==> src/rtl/fractal_sync_pkg.sv <==
// -----------------------------------------------------------------------------
// fractal_sync_pkg
//   Shared definitions for the fractal sync tx response scheduler.
//   - TX_IDLE_S / TX_HOLD_S : raw state encodings, kept as plain constants so
//                             older code that compares against bit values
//                             still works.
//   - tx_state_e            : FSM state type for the output stage.
//   - rr_wrap_inc           : modular increment used for round-robin pointers.
// -----------------------------------------------------------------------------
package fractal_sync_pkg;

  localparam logic [0:0] TX_IDLE_S = 1'b0;
  localparam logic [0:0] TX_HOLD_S = 1'b1;

  typedef enum logic [0:0] {
    TX_IDLE = TX_IDLE_S,  // output register empty, valid_o = 0
    TX_HOLD = TX_HOLD_S   // output register holds a response, valid_o = 1
  } tx_state_e;

  // (idx + 1) mod n, for idx in [0, n-1]
  function automatic int unsigned rr_wrap_inc(input int unsigned idx,
                                              input int unsigned n);
    return (idx + 1 >= n) ? 0 : idx + 1;
  endfunction

endpackage

==> src/rtl/fractal_sync_rr_arb.sv <==
// -----------------------------------------------------------------------------
// fractal_sync_rr_arb
//   Round-robin arbiter. Grants the first requesting port at or after the
//   internal priority pointer, wrapping from N_PORTS-1 back to 0. When
//   update_i is high the pointer moves to one past the current grant.
//
// Ports
//   clk_i      : clock
//   rst_ni     : asynchronous active-low reset (pointer returns to port 0)
//   req_i      : per-port request
//   update_i   : commit the current grant and advance the pointer
//   gnt_o      : one-hot grant (all zero when no request)
//   gnt_idx_o  : index of the granted port (0 when no request)
// -----------------------------------------------------------------------------
module fractal_sync_rr_arb
  import fractal_sync_pkg::*;
#(
  parameter  int unsigned N_PORTS = 2,
  localparam int unsigned IDX_W   = $clog2(N_PORTS)
) (
  input  logic               clk_i,
  input  logic               rst_ni,
  input  logic [N_PORTS-1:0] req_i,
  input  logic               update_i,
  output logic [N_PORTS-1:0] gnt_o,
  output logic [IDX_W-1:0]   gnt_idx_o
);

  logic [IDX_W-1:0] rr_ptr_reg;
  logic [IDX_W-1:0] rr_ptr_next;
  logic [IDX_W-1:0] hi_idx;
  logic [IDX_W-1:0] lo_idx;
  logic             hi_found;
  logic             any_req;

  assign any_req = |req_i;

  // Two-pass priority search without dynamic indexing: hi_* finds the lowest
  // requester at or above the pointer, lo_* the lowest requester overall.
  // Scanning downward leaves the lowest match in the variable. If nothing
  // sits at or above the pointer, the search wraps, which is lo_idx.
  always_comb begin
    hi_idx   = '0;
    lo_idx   = '0;
    hi_found = 1'b0;
    for (int p = N_PORTS - 1; p >= 0; p--) begin
      if (req_i[p]) begin
        lo_idx = IDX_W'(p);
        if (IDX_W'(p) >= rr_ptr_reg) begin
          hi_idx   = IDX_W'(p);
          hi_found = 1'b1;
        end
      end
    end
  end

  assign gnt_idx_o = hi_found ? hi_idx : lo_idx;

  for (genvar gi = 0; gi < N_PORTS; gi++) begin : g_gnt
    assign gnt_o[gi] = any_req && (gnt_idx_o == IDX_W'(gi));
  end

  assign rr_ptr_next = IDX_W'(rr_wrap_inc(32'(gnt_idx_o), N_PORTS));

  always_ff @(posedge clk_i or negedge rst_ni) begin
    if (!rst_ni) begin
      rr_ptr_reg <= '0;
    end else if (update_i && any_req) begin
      rr_ptr_reg <= rr_ptr_next;
    end
  end

endmodule

==> src/rtl/fractal_sync_tx_sched.sv <==
// -----------------------------------------------------------------------------
// fractal_sync_tx_sched
//   Arbitrates N_PORTS tx response FIFOs onto one registered link. A response
//   is popped from the round-robin winner and loaded into the output register
//   whenever the register is empty or is being accepted this cycle, giving
//   one response per cycle under continuous ready. Also tracks FIFO overflow
//   with per-port sticky flags and a saturating event counter.
//
// Ports
//   clk_i            : clock
//   rst_ni           : asynchronous active-low reset
//   empty_i          : per-port FIFO empty
//   rsp_i            : per-port FIFO head (valid while empty_i bit is 0)
//   pop_o            : per-port FIFO pop (one-hot or zero)
//   error_overflow_i : per-port FIFO overflow pulse
//   rsp_o            : registered response to the link
//   valid_o          : rsp_o holds a response
//   ready_i          : link accepts rsp_o this cycle
//   grant_idx_o      : source port of rsp_o
//   clear_error_i    : clears sticky flags and counter
//   error_sticky_o   : per-port sticky overflow flags
//   error_cnt_o      : saturating count of cycles with any overflow
// -----------------------------------------------------------------------------
module fractal_sync_tx_sched
  import fractal_sync_pkg::*;
#(
  parameter type         fsync_rsp_t = logic,
  parameter int unsigned N_PORTS     = 2,
  parameter int unsigned ERR_CNT_W   = 8,
  localparam int unsigned IDX_W      = $clog2(N_PORTS)
) (
  input  logic                 clk_i,
  input  logic                 rst_ni,
  input  logic [N_PORTS-1:0]   empty_i,
  input  fsync_rsp_t           rsp_i [N_PORTS],
  output logic [N_PORTS-1:0]   pop_o,
  input  logic [N_PORTS-1:0]   error_overflow_i,
  output fsync_rsp_t           rsp_o,
  output logic                 valid_o,
  input  logic                 ready_i,
  output logic [IDX_W-1:0]     grant_idx_o,
  input  logic                 clear_error_i,
  output logic [N_PORTS-1:0]   error_sticky_o,
  output logic [ERR_CNT_W-1:0] error_cnt_o
);

  if (N_PORTS < 2) begin : g_bad_ports
    $fatal(1, "fractal_sync_tx_sched: N_PORTS must be >= 2");
  end
  if (ERR_CNT_W < 1) begin : g_bad_cnt_w
    $fatal(1, "fractal_sync_tx_sched: ERR_CNT_W must be >= 1");
  end

  tx_state_e            state_reg;
  tx_state_e            state_next;
  fsync_rsp_t           rsp_reg;
  logic [IDX_W-1:0]     grant_idx_reg;
  logic [N_PORTS-1:0]   sticky_reg;
  logic [N_PORTS-1:0]   sticky_next;
  logic [ERR_CNT_W-1:0] cnt_reg;
  logic [ERR_CNT_W-1:0] cnt_next;

  logic [N_PORTS-1:0]   req;
  logic [N_PORTS-1:0]   gnt;
  logic [IDX_W-1:0]     gnt_idx;
  logic                 load;
  logic                 ovf_any;

  assign req = ~empty_i;

  // The register can take a new response when it is empty or its current
  // content leaves this cycle. ready_i only matters in HOLD. rst_ni gates
  // the pop so nothing is drained from a FIFO while reset is held.
  assign load = rst_ni && (|req) && ((state_reg == TX_IDLE) || ready_i);

  fractal_sync_rr_arb #(
    .N_PORTS (N_PORTS)
  ) u_rr_arb (
    .clk_i     (clk_i),
    .rst_ni    (rst_ni),
    .req_i     (req),
    .update_i  (load),
    .gnt_o     (gnt),
    .gnt_idx_o (gnt_idx)
  );

  assign pop_o = load ? gnt : '0;

  // ---------------------------------------------------------------------------
  // Output stage FSM
  // ---------------------------------------------------------------------------
  always_comb begin
    state_next = state_reg;
    unique case (state_reg)
      TX_IDLE: if (load) state_next = TX_HOLD;
      TX_HOLD: if (ready_i && !load) state_next = TX_IDLE;
      default: state_next = TX_IDLE;
    endcase
  end

  always_ff @(posedge clk_i or negedge rst_ni) begin
    if (!rst_ni) begin
      state_reg     <= TX_IDLE;
      rsp_reg       <= '0;
      grant_idx_reg <= '0;
    end else begin
      state_reg <= state_next;
      if (load) begin
        rsp_reg       <= rsp_i[gnt_idx];
        grant_idx_reg <= gnt_idx;
      end
    end
  end

  assign rsp_o       = rsp_reg;
  assign grant_idx_o = grant_idx_reg;
  assign valid_o     = (state_reg == TX_HOLD);

  // ---------------------------------------------------------------------------
  // Overflow status. A clear and a same-cycle overflow resolve in favour of
  // the new event so it is never lost.
  // ---------------------------------------------------------------------------
  assign ovf_any = |error_overflow_i;

  always_comb begin
    sticky_next = (clear_error_i ? '0 : sticky_reg) | error_overflow_i;
    cnt_next    = cnt_reg;
    if (clear_error_i) begin
      cnt_next = ovf_any ? ERR_CNT_W'(1) : '0;
    end else if (ovf_any && (cnt_reg != '1)) begin
      cnt_next = cnt_reg + ERR_CNT_W'(1);
    end
  end

  always_ff @(posedge clk_i or negedge rst_ni) begin
    if (!rst_ni) begin
      sticky_reg <= '0;
      cnt_reg    <= '0;
    end else begin
      sticky_reg <= sticky_next;
      cnt_reg    <= cnt_next;
    end
  end

  assign error_sticky_o = sticky_reg;
  assign error_cnt_o    = cnt_reg;

endmodule

==> config.mk <==
export PLATFORM = sky130hd
export DESIGN_NAME = fractal_sync_tx_sched
export DESIGN_NICKNAME = d
export VERILOG_FILES = /design/src/rtl/fractal_sync_pkg.sv /design/src/rtl/fractal_sync_rr_arb.sv /design/src/rtl/fractal_sync_tx_sched.sv
export SDC_FILE = /design/constraint.sdc
export NUM_CORES = 1
export LEC_CHECK = 0
export ABC_AREA = 1
export BUFFER_PORTS_ARGS = -buffer_cell sky130_fd_sc_hd__buf_2
export CAP_MARGIN = 0
export CORE_MARGIN = 5
export CORE_UTILIZATION = 35
export CTS_CLUSTER_DIAMETER = 50
export CTS_CLUSTER_SIZE = 14
export DETAILED_ROUTE_END_ITERATION = 8
export PLACE_DENSITY_LB_ADDON = 0.2
export SLEW_MARGIN = 30
export SYNTH_ARGS = -nofsm -noshare
export SYNTH_HDL_FRONTEND = slang
export SYNTH_SLANG_ARGS = --single-unit
==> constraint.sdc <==
create_clock -name clk_i -period 2 [get_ports clk_i]
set_clock_uncertainty 0.15 [all_clocks]
set_input_delay 0.1 -clock clk_i [delete_from_list [all_inputs] [get_ports clk_i]]
set_output_delay 0.1 -clock clk_i [all_outputs]
set_load 0.02 [all_outputs]
==> summary.md <==
| Metric | Value |
|---|---|
| Largest net degree at the start of global routing | `15` |
| Post-route ant nets | `0` |
| Max VDD drop | `303 µV` |
| Fin. max-slew vios | `0` |
| Vias in the first global route | `about 750` |
| Setup Buffers After CTS | `0` |
| Non-Filler Cell Area, Final | `roughly 0.0010 mm²` |
| Initial antenna violation count | `0` |
| GP Congestion | `0.749` |
| Nets | `approximately 160` |
| CP Data Arrival Time | `~1.8 ns` |
| Worst slew pin tran | `between 0.4 and 0.5 ns` |
| Max FO, Critical Path | `5` |
| Grt total ovfl | `0` |
| Max incr delay on CP | `0.55 ns` |
| Fin crit share | `0.877` |
| CP top delay family | `buffers and inverters` |
| Share of total power in sequential cells | `0.506` |
| Status | `finished, final reports clean` |
| First-pass detailed-route iteration total | `4` |
| Syn Inst Count | `110` |
| Register Area | `350 µm²` |
| Sw Ratio | `0.317` |
| Pint | `between 0.0004 and 0.0005 W` |
| Layout cells sized above 1 | `0.234` |
| Worst Hold Class | `in2reg` |
| Vert. Die Dim | `between 50 and 60 µm` |
| RSZ-0062 raised after global routing | `no` |
| Root Buffer | `clkbuf_4` |
| Worst setup path category | `in2reg` |
| Sw Pwr | `a little over 0.0002 W` |
| Vias per cell | `around 4.6` |
| DP HPWL | `around 1400 µm` |
| I/O pin count | `25` |
| # H-tree levels | `1` |
| Syn_nets | `between 100 and 150` |
| Post-route DRC | `0` |
| Initial Utilization | `0.362` |
| Cts bufs inserted | `3` |
| Max reg flops | `8` |
| ANT cells | `0` |
| Gr usage total | `0.120` |
| Port bufs | `24` |
| Core Area | `~0.0022 mm²` |
| Area of the multi-input gates | `about 370 µm²` |
| Worst path required time | `~2.0 ns` |
| Total negative setup slack | `0 ns` |
| Finish-stage setup viols | `0` |
| Fmax | `around 570 MHz` |
| Worst path bufs/invs | `4` |
| Slowest cell on crit path | `dlygate4sd3_1` |
| Ys Warns | `0` |
| Clock transition at path regs | `0.08 ns` |
| MaxCap Viol Count | `0` |
| Fillers | `237` |
| Layout Area Growth over Synthesis | `32.9%` |
| Die Wd | `between 50 and 60 µm` |
| Fin crit period | `1.75 ns` |
| Dpl cell area | `940 µm²` |
| DR WL/cell | `roughly 11 µm` |
| Final WL | `roughly 1800 µm` |
| Comb pwr share | `0.243` |
| Final Hold Fails | `0` |
| Pleak | `between 0.5 and 0.6 nW` |
| Die Area | `0.00329 mm²` |
| Vias | `801` |
| Initial detailed-routing violation count | `11` |
| Worst Setup End Kind | `flop` |
| CTS Buffer Depth | `2` |
| Clock power share | `0.251` |
| Slew HR | `0.701` |
| Clk Latency, worst-skew pair | `between 0.2 and 0.3 ns` |
| First-pass GRT wire length | `approximately 3100 µm` |
| Crit path launch type | `input port` |
| # rows | `17` |
| Worst path cell trace | `dlygate4sd3_1 > buf_2 > nand2_1 > nor2_1 > inv_1 > nand2_1 > o21ai_0 > dlygate4sd3_1` |
| Cell variety after synth | `16` |
| Final hold slack | `about 0.023 ns` |
| Synth Register Bits | `14` |
| Synth Area per Inst | `roughly 7.1 µm²` |
| Synthesized cell area | `~800 µm²` |
| Cell Pwr Density | `just over 600 mW/mm²` |
| Sequential share of the synthesized area | `0.447` |
| Final core utilization | `0.480` |
| Clock Sinks | `14` |
| CTS tree | `done` |
## cells in the final DEF (no fill, tap or decap), types with 2 or more instances in the layout
master          n
buf_2          24
nand3_1         8
dlygate4sd3_1   8
clkbuf_4        3
dfrtp_1        14
o21ai_0         7
nand2_4         2
nor2_1         21
nand2_1        31
inv_1          15
nand2_2         2
a21oi_1         3
## timing repair
| action | in CTS | in global routing |
|---|---|---|
| hold buffers | 8 | 0 |
| hold endpoints to repair | 20 | 0 |
| gates resized for setup | 0 | 0 |
## per-stage QoR
stage / cells / power [W] / setup slack, ns
2_1_floorplan: 110 / 0.000418 / 0.513
3_3_place_gp: 162 / 0.000470 / 0.599
3_5_place_dp: 162 / 0.000473 / 0.540
4_1_cts: 173 / 0.000655 / 0.244
5_1_grt: 173 / 0.000683 / 0.147
6_report: 173 / 0.000644 / 0.245
## worst register-to-register path: stages, from the launching register on
cell and delay [ns]:
dfrtp_1 0.38, inv_1 0.06, nor2_1 0.04, nor2_1 0.16, inv_1 0.11, nand2_1 0.06, o21ai_0 0.07, dlygate4sd3_1 0.55
## worst paths after layout
check,from,to,slack [ns],cells past startpoint
max,rst_ni,rsp_o,0.25,8
min,empty_i[1],grant_idx_o,0.02,4
max reg2reg,valid_o,rsp_o,0.30,7
min reg2reg,error_sticky_o[0],error_sticky_o[0],0.33,2
max in group asynchronous,rst_ni,error_cnt_o[4],1.34,3
min in group asynchronous,rst_ni,error_cnt_o[3],0.18,3
## synthesized netlist by cell type
| cell type | instances | area [µm²] |
|---|---|---|
| buf_4 | 1 | 7.51 |
| nand3_1 | 8 | 40.0 |
| nand2_2 | 2 | 12.5 |
| inv_1 | 15 | 56.3 |
| nor2_1 | 21 | 78.8 |
| nand2_4 | 2 | 22.5 |
| o21ai_2 | 1 | 8.76 |
| o21bai_1 | 1 | 7.51 |
| nor2_4 | 1 | 11.3 |
| a21oi_1 | 3 | 15.0 |
| ha_1 | 1 | 12.5 |
| o21ai_1 | 1 | 5.00 |
| nand2_1 | 31 | 116 |
| nor3_1 | 1 | 5.00 |
| o21ai_0 | 7 | 35.0 |
| dfrtp_1 | 14 | 350 |
## area by class of cell
| cell class | instances | area share |
|---|---|---|
| clock buffer | 3 | 0.0216 |
| inverter | 15 | 0.0540 |
| multi-input combinational | 80 | 0.355 |
| sequential | 14 | 0.336 |
| tap | 28 | 0.0336 |
| timing repair buffer | 33 | 0.199 |
## power groups by stage
stage	sequential [W]	clock [W]	combinational [W]
floorplan	0.000356	0	0.0000621
finish	0.000326	0.000162	0.000157
global placement	0.000330	0	0.000140
CTS	0.000326	0.000170	0.000159
global route	0.000330	0.000179	0.000174
detailed placement	0.000331	0	0.000142
## routing by layer
layer / up-vias / share of wire / track usage
met1: 370 / 0.46 / 0.144
met3: 4 / 0.056 / 0.0294
met5: - / 0 / 0
met2: 17 / 0.47 / 0.202
met4: 0 / 0.016 / 0.0497
li1: 410 / - / -
## cells by family (layout without fill, tap and decap cells)
kind of cell / after synthesis / in the layout / synth area share
flip-flops: 14 / 14 / 0.447
adder cells (fa/ha/maj): 1 / 1 / 0.0159
buffers and inverters: 16 / 51 / 0.0813
AO/OA/AOI/OAI: 13 / 13 / 0.0909
AND/OR/NAND/NOR: 66 / 66 / 0.365
Note: power is estimated with default switching activity, not from simulation.
